### config.mk
export PLATFORM = sky130hd
export DESIGN_NAME = dir_input_queue
export DESIGN_NICKNAME = d
export VERILOG_FILES = /design/src/rtl/dir_input_queue.sv
export SDC_FILE = /design/constraint.sdc
export NUM_CORES = 1
export LEC_CHECK = 0
export ABC_AREA = 1
export CORE_ASPECT_RATIO = 1.5
export CORE_MARGIN = 8
export CORE_UTILIZATION = 50
export CTS_BUF_LIST = sky130_fd_sc_hd__clkbuf_2
export CTS_CLUSTER_SIZE = 25
export DETAILED_ROUTE_END_ITERATION = 12
export GPL_ROUTABILITY_DRIVEN = 0
export HOLD_SLACK_MARGIN = 0.03
export MAX_ROUTING_LAYER = met4
export PLACE_DENSITY = 0.64
export RECOVER_POWER = 50
export SYNTH_ARGS = -nofsm -noshare
export SYNTH_HDL_FRONTEND = slang
export SYNTH_SLANG_ARGS = --single-unit
### constraint.sdc
create_clock -name clk -period 5.85 [get_ports clk]
set_input_delay 0.8775 -clock clk [delete_from_list [all_inputs] [get_ports clk]]
set_output_delay 0.8775 -clock clk [all_outputs]
set_load 0.1 [all_outputs]
### src/rtl/dir_input_queue.sv
// Debounced four-button direction input feeding a small FIFO of pending moves;
// each game tick pops the oldest pending move into the registered direction.
module dir_input_queue #(
    parameter int DEBOUNCE_CYCLES = 16,
    parameter int QUEUE_DEPTH     = 4,
    parameter int ALLOW_REVERSE   = 0
) (
    input  logic                           clk,
    input  logic                           reset,
    input  logic [3:0]                     button,
    input  logic                           tick,
    output logic [4:0]                     direction,
    output logic [$clog2(QUEUE_DEPTH):0]   queue_count,
    output logic                           queue_full,
    output logic                           drop
);

    localparam int PW = $clog2(QUEUE_DEPTH);
    localparam int CW = PW + 1;
    localparam logic [4:0]    DIR_IDLE = 5'b10000;
    localparam logic [15:0]   CNT_LAST = 16'(DEBOUNCE_CYCLES - 1);
    localparam logic [CW-1:0] CNT_FULL = CW'(QUEUE_DEPTH);

    function automatic logic [4:0] button_dir(input int idx);
        case (idx)
            0:       button_dir = 5'b01000;
            1:       button_dir = 5'b00001;
            2:       button_dir = 5'b00010;
            default: button_dir = 5'b00100;
        endcase
    endfunction

    function automatic logic [4:0] opposite(input logic [4:0] d);
        case (d)
            5'b01000: opposite = 5'b00100;
            5'b00100: opposite = 5'b01000;
            5'b00001: opposite = 5'b00010;
            5'b00010: opposite = 5'b00001;
            default:  opposite = 5'b00000;
        endcase
    endfunction

    logic [3:0]  sync1, sync2, deb;
    logic [15:0] cnt [4];
    logic [3:0]  press;

    // The press fires on the same edge the debounced level flips, so the
    // enqueue lands DEBOUNCE_CYCLES+2 edges after the raw change.
    always_comb begin
        for (int i = 0; i < 4; i++) begin
            press[i] = sync2[i] & ~deb[i] & (cnt[i] == CNT_LAST);
        end
    end

    always_ff @(posedge clk or posedge reset) begin
        if (reset) begin
            sync1 <= '0;
            sync2 <= '0;
            deb   <= '0;
            for (int i = 0; i < 4; i++) cnt[i] <= '0;
        end else begin
            sync1 <= button;
            sync2 <= sync1;
            for (int i = 0; i < 4; i++) begin
                if (sync2[i] == deb[i]) begin
                    cnt[i] <= '0;
                end else if (cnt[i] == CNT_LAST) begin
                    deb[i] <= sync2[i];
                    cnt[i] <= '0;
                end else begin
                    cnt[i] <= cnt[i] + 16'd1;
                end
            end
        end
    end

    logic [4:0]    mem [QUEUE_DEPTH];
    logic [PW-1:0] rd_ptr, wr_ptr;
    logic [4:0]    cand_dir, ref_dir;
    logic          cand_valid, multi, reject, push, pop, full, drop_next;

    assign full = (queue_count == CNT_FULL);
    assign pop  = tick && (queue_count != '0);

    always_comb begin
        cand_valid = 1'b0;
        cand_dir   = '0;
        multi      = 1'b0;
        for (int i = 0; i < 4; i++) begin
            if (press[i]) begin
                if (!cand_valid) begin
                    cand_valid = 1'b1;
                    cand_dir   = button_dir(i);
                end else begin
                    multi = 1'b1;
                end
            end
        end
        ref_dir   = (queue_count != '0) ? mem[wr_ptr - PW'(1)] : direction;
        reject    = cand_valid &&
                    ((cand_dir == ref_dir) ||
                     ((ALLOW_REVERSE == 0) && (cand_dir == opposite(ref_dir))) ||
                     (full && !pop));
        push      = cand_valid && !reject;
        drop_next = multi || reject;
    end

    always_ff @(posedge clk) begin
        if (push) mem[wr_ptr] <= cand_dir;
    end

    always_ff @(posedge clk or posedge reset) begin
        if (reset) begin
            direction   <= DIR_IDLE;
            queue_count <= '0;
            rd_ptr      <= '0;
            wr_ptr      <= '0;
            drop        <= 1'b0;
        end else begin
            drop <= drop_next;
            if (push) wr_ptr <= wr_ptr + PW'(1);
            if (pop) begin
                direction <= mem[rd_ptr];
                rd_ptr    <= rd_ptr + PW'(1);
            end
            case ({push, pop})
                2'b10:   queue_count <= queue_count + CW'(1);
                2'b01:   queue_count <= queue_count - CW'(1);
                default: queue_count <= queue_count;
            endcase
        end
    end

    assign queue_full = full;

endmodule
==> run metrics, run 1 <==
outcome complete, but fails checks; violated checks capacitance limit, slew limit; gr usage total 16.28%; io pins 17; vias 4,181; post-placement setup slack 2421 ps; worst clock skew 38.20 ps; Clock Path Buffers 2; Top delay family on crit path adder cells; max layer used met4; row cnt 46; final setup fails 0; sw frac 40.00%; clk_lat worst skew 590 ps; Worst-path clk slew 260 ps; Final ANT Viol Nets 0; count of state elements after synthesis 105; die height 143.4 um; hold_buf cts 0; crit path from wr_ptr[0]; syn_nets 663; CP arrival 3970 ps; Mapped Area 0.005409 sq mm; Fin Hold WS 385.3 ps; Via density 5.130; Critical Path Start Type flip-flop; initial antenna violation count 1; period utilisation layout 59.46%; CP max-delay cell dfrtp_1; Worst Hold Path Cells 0; Met1 Wirelength 4676 um; core box area 0.01059 sq mm; most used cell, CP nand2_1; WL met3 276 um; Nets 686; P_int 0.0009654 W; mean area per synthesized cell 8.425 sq um; CP endpoint kind flip-flop; largest net degree at the start of global routing 49; Leakage 2.595 nW; Slew @ Worst Pin 1845 ps; number of flops mapped to enable cells by yosys 16; Psw 0.0006435 W; relative slew slack -23.66%; reg-to-reg critical path startpoint wr_ptr[0]; Post CTS Setup Buffer Count 0; routed wl met2 5524 um; hpwl dp 8006 um; PostCTS Resize Cnt 0; Max Cap Viol 1; fin. max-slew vios 43; commonest cells after routing, fill and taps aside nand2_1 (122), nor2_1 (108), inv_1 (89), dfrtp_1 (88), nand3_1 (39); Root Buffer clkbuf_2; synth warn 0; final setup margin 2371 ps; ratio of cells with drive above 1 in the final layout 7.463%; Final Util 54.68%; Hold Fails Final Rpt 0; Min Clock Period, post-route 3479 ps; Syn Inst Count 642; Die X 100.9 um; H-tree levels 3; CP Data Required Time 6340 ps; I/O Buffers 16; GRT Residual Overflow 0; PD cells 277.9 mW/mm^2; worst hold path type reg2reg; drt pass-1 iters 5; Initial Util 51.08%; R2R depth 20; vias in the first global route 4,018; critical path class reg2reg; initial DRC count 229; register area share after synthesis 50.08%; Fmax 0.2875 GHz; FFs w/ async S/R, synth 84.76%; unrepaired setup endpoints after global routing false; CTS tree built; Worst Hold Launch sync1[3]; Synth cell types 38; cells along the critical path inv_2 > ha_1 > inv_1 > nand3_1 > nand2_1 > nand2_1 > nand2_1 > nor2_2 > nand2_1 > nand2_1 > nand2_1 > nand2_1 > inv_1 > nand2_2 > nand3_4 > ha_1 > fa_1 > a21oi_1 > o21ai_0 > xor2_1; wire per inst 13.10 um; global-route wire length before repair 18,260 um; Critical Path Stages 20; Total Wirelength 10,670 um; Synth Flop Type dfrtp_1; full die area 0.01447 sq mm; CP peak stage delay 650 ps; clock power share 18.7%; Max FO, Critical Path 13; combinational share of power 29.2%; TritonCTS Buffers 9; VDD IR max 170.9 uV; total clock sinks 105; Bufs and invs on worst path 3; final setup TNS 0 ps; part of the power in registers 52.1%; area delta synth->final 7.055%; commonest non-fill, non-tap cell in the layout nand2_1; number of remaining DRC errors 0
flip-flops by register name, summed over array words and instances, names as in the netlist:
name	flops
drop	1
direction	5
queue_count	3
mem	16
sync2	4
deb	4
cnt	64
wr_ptr	2
rd_ptr	2
sync1	4
cells in the mapped netlist (4+ instances only):
cell type	number	area, sq um
nor3b_1	18	135.1
nand3_2	6	60.06
nor3_1	13	65.06
xnor2_1	7	61.31
dfrtp_1	88	2202
o21ai_0	22	110.1
edfxtp_1	16	480.5
inv_1	89	334.1
nor2_2	10	62.56
nand3_1	37	185.2
nand2_2	5	31.28
xor2_1	8	70.07
nand2_1	121	454.2
nor3_2	11	110.1
a31oi_1	4	25.02
a21oi_1	34	170.2
nor2_1	104	390.4
nand4_1	6	37.54
ha_1	13	162.7
logic make-up after synthesis:
kind of cell / Yosys count / share of synthesized area, %
AO/OA/AOI/OAI: 70 / 7.171
multiplexers: 1 / 0.2082
flip-flops: 105 / 50.08
adder cells (fa/ha/maj): 14 / 3.377
XOR/XNOR: 15 / 2.429
buffers and inverters: 97 / 6.940
AND/OR/NAND/NOR: 340 / 29.79
worst register-to-register path, delay by kind of cell, from the launching register on:
family	cells	cell delay [ps]
adder cells (fa/ha/maj)	3	1090
AND/OR/NAND/NOR	11	990
AO/OA/AOI/OAI	2	240
XOR/XNOR	1	150
buffers and inverters	3	320
flip-flops	1	650
stage by stage:
step	total power, W	cell area, sq um	cells
after floorplan	0.001218	5409	642
after global placement	0.001321	5728	798
after detailed placement	0.001328	5728	798
after CTS	0.001632	5821	814
after global routing	0.001701	5791	815
final	0.001609	5791	815
per-layer routing:
| metal | GRT usage, % | up-vias |
|---|---|---|
| met5 | - | - |
| met4 | 7.565 | 0 |
| met3 | 2.034 | 15 |
| met2 | 27.37 | 61 |
| met1 | 18.95 | 1997 |
| li1 | - | 2108 |
layout make-up:
class / count / area, sq um
timing repair buffer: 17 / 167.7
inverter: 92 / 346.6
sequential: 105 / 2709
clock inverter: 6 / 42.54
tap: 144 / 180.2
antenna: 1 / 2.502
multi-input combinational: 440 / 2292
clock buffer: 10 / 50.05
fill: 1033 / 4800
final timing paths:
kind / endpoint / slack (ps)
max reg2reg: queue_count[2] / 2370
max in group asynchronous: cnt[13] / 3380
min in group asynchronous: cnt[60] / 1170
min reg2reg: sync2[3] / 390
max: queue_count[2] / 2370
min: sync2[3] / 390
power by group through the flow:
stage / clock (W) / combinational, W / sequential, W
floorplan: 0 / 0.000212 / 0.00101
global placement: 0 / 0.000472 / 0.000849
detailed placement: 0 / 0.000477 / 0.000852
CTS: 0.000316 / 0.000477 / 0.000839
global route: 0.000343 / 0.000512 / 0.000847
finish: 0.000301 / 0.000470 / 0.000838
No activity file was read; power rests on OpenSTA's default activity.
==> inputs of run 2 (changes only) <==
- PLACE_DENSITY: 0.64 -> 0.67
- clock period: 5.85 -> 3 ns (I/O delays scaled with it)
==> run 2 against run 1 <==
- the flow still finishes with violations (capacitance limit, slew limit)
- hold slack improved by 2.8 ps
- core utilization increased by 1.7 points
- die area unchanged
- largest cell class unchanged
- clock-buffer cell count decreased by 1
- clock skew increased by 4.2 ps
- setup slack got worse by 2200 ps
==> run metrics, run 2 (synthesized netlist as in run 1, its figures left out) <==
Via density 5.074 (-1.1%); critical path class reg2reg; CP arrival 3310 ps (-660 ps); ratio of cells with drive above 1 in the final layout 14.49% (+7.0 points); P_int 0.001969 W (+100%); Placed Cells 806 (+1.0%); Leakage 2.687 nW (+3.5%); H-tree levels 3 (unchanged); PD cells 547.1 mW/mm^2 (+97%); Initial Util 51.08% (unchanged); Hold Fails Final Rpt 0 (unchanged); Fmax 0.3544 GHz (+23%); Worst-path clk slew 270 ps (about the same); full die area 0.01447 sq mm (unchanged); initial DRC count 155 (-32%); VDD IR max 257.9 uV (+51%); TritonCTS Buffers 9 (unchanged); vias 4,201 (+0.48%); wire per inst 12.72 um (-2.9%); final cell count without fillers 828 (+1.6%); Clock Path Buffers 2 (unchanged); crit path from cnt[16]; multi-input logic area 0.002371 sq mm (+3.4%); clk_lat worst skew 600 ps (about the same); CP endpoint kind flip-flop; final setup fails 0 (unchanged); Root Buffer clkbuf_2; Max Cap Viol 1 (unchanged); Critical Path Start Type flip-flop; relative slew slack -3.890% (+20 points); Max FO, Critical Path 3 (-10); Slew @ Worst Pin 1550 ps (-294.9 ps); largest net degree at the start of global routing 55 (+12%); CP peak stage delay 450 ps (-200 ps); Top Registers cnt x64, mem x16, direction x5; CTS tree built; Final Util 56.43% (+1.7 points); cells along the critical path ha_1 > nand3_1 > nor2_2 > nand3_1 > nor2_2 > nand2_1 > nand3_1 > nor2_2 > a21oi_4 > nand3_4 > ha_2 > fa_2 > a21oi_2 > o21ai_0 > xor2_1; Min Clock Period, post-route 2822 ps (-656.6 ps); initial antenna violation count 1 (unchanged); worst clock skew 42.36 ps (+4.155 ps); Total Wirelength 10,530 um (-1.3%); gr usage total 16.33% (+0.052 points); Final ANT Viol Nets 0 (unchanged); core box area 0.01059 sq mm (unchanged); area delta synth->final 10.48%; outcome complete, but fails checks; commonest cells after routing, fill and taps aside nand2_1 (119), nor2_1 (99), inv_1 (87), dfrtp_1 (85), nand3_1 (36); sequential cell area 0.002713 sq mm (+0.14%); I/O Buffers 16 (unchanged); Most flops, register cnt; hpwl dp 7954 um (-0.65%); vias in the first global route 4,146 (+3.2%); die height 143.4 um (unchanged); commonest non-fill, non-tap cell in the layout nand2_1; # fillers 994 (-3.8%); total clock sinks 105 (unchanged); Psw 0.001301 W (+100%); worst hold path type reg2reg; violated checks capacitance limit, slew limit; io pins 17 (unchanged); GRT Residual Overflow 0 (unchanged); number of remaining DRC errors 0 (unchanged); fin. max-slew vios 37 (-14%); Nets 699 (+1.9%); combinational share of power 28.6% (-0.6 points); max reg flops 64 (unchanged); CP Data Required Time 3490 ps (-2850 ps); clock power share 21.2% (+2.5 points); drt pass-1 iters 4 (-1); part of the power in registers 50.2% (-1.9 points); Die X 100.9 um (unchanged); global-route wire length before repair 18,310 um (+0.26%); period utilisation layout 94.07% (+35 points); Worst Hold Launch sync1[1]; reg-to-reg critical path startpoint cnt[16]; CP max-delay cell dfrtp_1; row cnt 46 (unchanged); sw frac 39.78% (-0.22 points)
==> run 2: cell types whose count changed in the layout (fill, tap and decap cells not counted), sizes merged <==
cell,previous run,this run
bufinv,0,1
buf,1,24
clkbuf,10,9
clkdlybuf4s50,11,1
==> run 2: timing repair <==
action,4_1_cts,5_1_grt
hold buffers,0,0
endpoints found under the setup margin,1,2
setup buffers,1,4
resized for setup,1,17
gates cloned,0,0
pin swaps,0,4
==> run 2: power by group through the flow <==
| stage | Combinational, W | Sequential, W | Clock (W) |
|---|---|---|---|
| global route | 0.00101 | 0.00166 | 0.000777 |
| floorplan | 0.000416 | 0.00197 | 0 |
| global placement | 0.000912 | 0.00166 | 0 |
| finish | 0.000935 | 0.00164 | 0.000693 |
| CTS | 0.000925 | 0.00164 | 0.000718 |
| detailed placement | 0.000922 | 0.00167 | 0 |
==> run 2: final timing paths <==
kind                       slack, ps  cells after the start        endpoint
hold reg to reg                  390                      0        sync2[1]
max in group asynchronous        570                      3    direction[3]
setup reg to reg                 180                     15  queue_count[2]
min in group asynchronous        620                      2         cnt[47]
setup / recovery                 180                     15  queue_count[2]
hold / removal                   390                      0        sync2[1]
==> run 2: cell type report <==
type | count | share of cell area, %
Antenna cell | 1 | 0.04188
Clock buffer | 9 | 0.7538
Clock inverter | 7 | 1.340
Inverter | 92 | 5.800
Multi-Input combinational cell | 440 | 39.68
Sequential cell | 105 | 45.39
Tap cell | 144 | 3.015
Timing Repair Buffer | 30 | 3.978
==> run 2: critical path: cells and delay by family, from the launching register on <==
family | cells | cell delay, ps
AOI/OAI and AO/OA | 3 | 350
xor gates and xnor gates | 1 | 150
adders and majority gates | 3 | 750
DFF | 1 | 450
and+or+nand+nor | 8 | 1040
==> run 2: per-layer routing <==
metal | GRT usage, % | wire length (um)
met1 | 17.77 | 4455
met3 | 1.792 | 204
met4 | 10.01 | 432
met5 | - | 0
met2 | 28.00 | 5439
==> run 2: stage by stage <==
step / power [W] / hold slack, ps / setup WS, ps / cell area, sq um / setup TNS, ps
global route: 0.003445 / 340.1 / -32.85 / 5976 / -35.15
finish: 0.003269 / 388.1 / 177.9 / 5976 / 0
detailed placement: 0.002591 / 334.7 / -24.87 / 5784 / -24.87
global placement: 0.002572 / 334.3 / 79.11 / 5784 / 0
floorplan: 0.002384 / 331.2 / 23.68 / 5418 / 0
CTS: 0.003285 / 180.1 / 29.38 / 5919 / 0
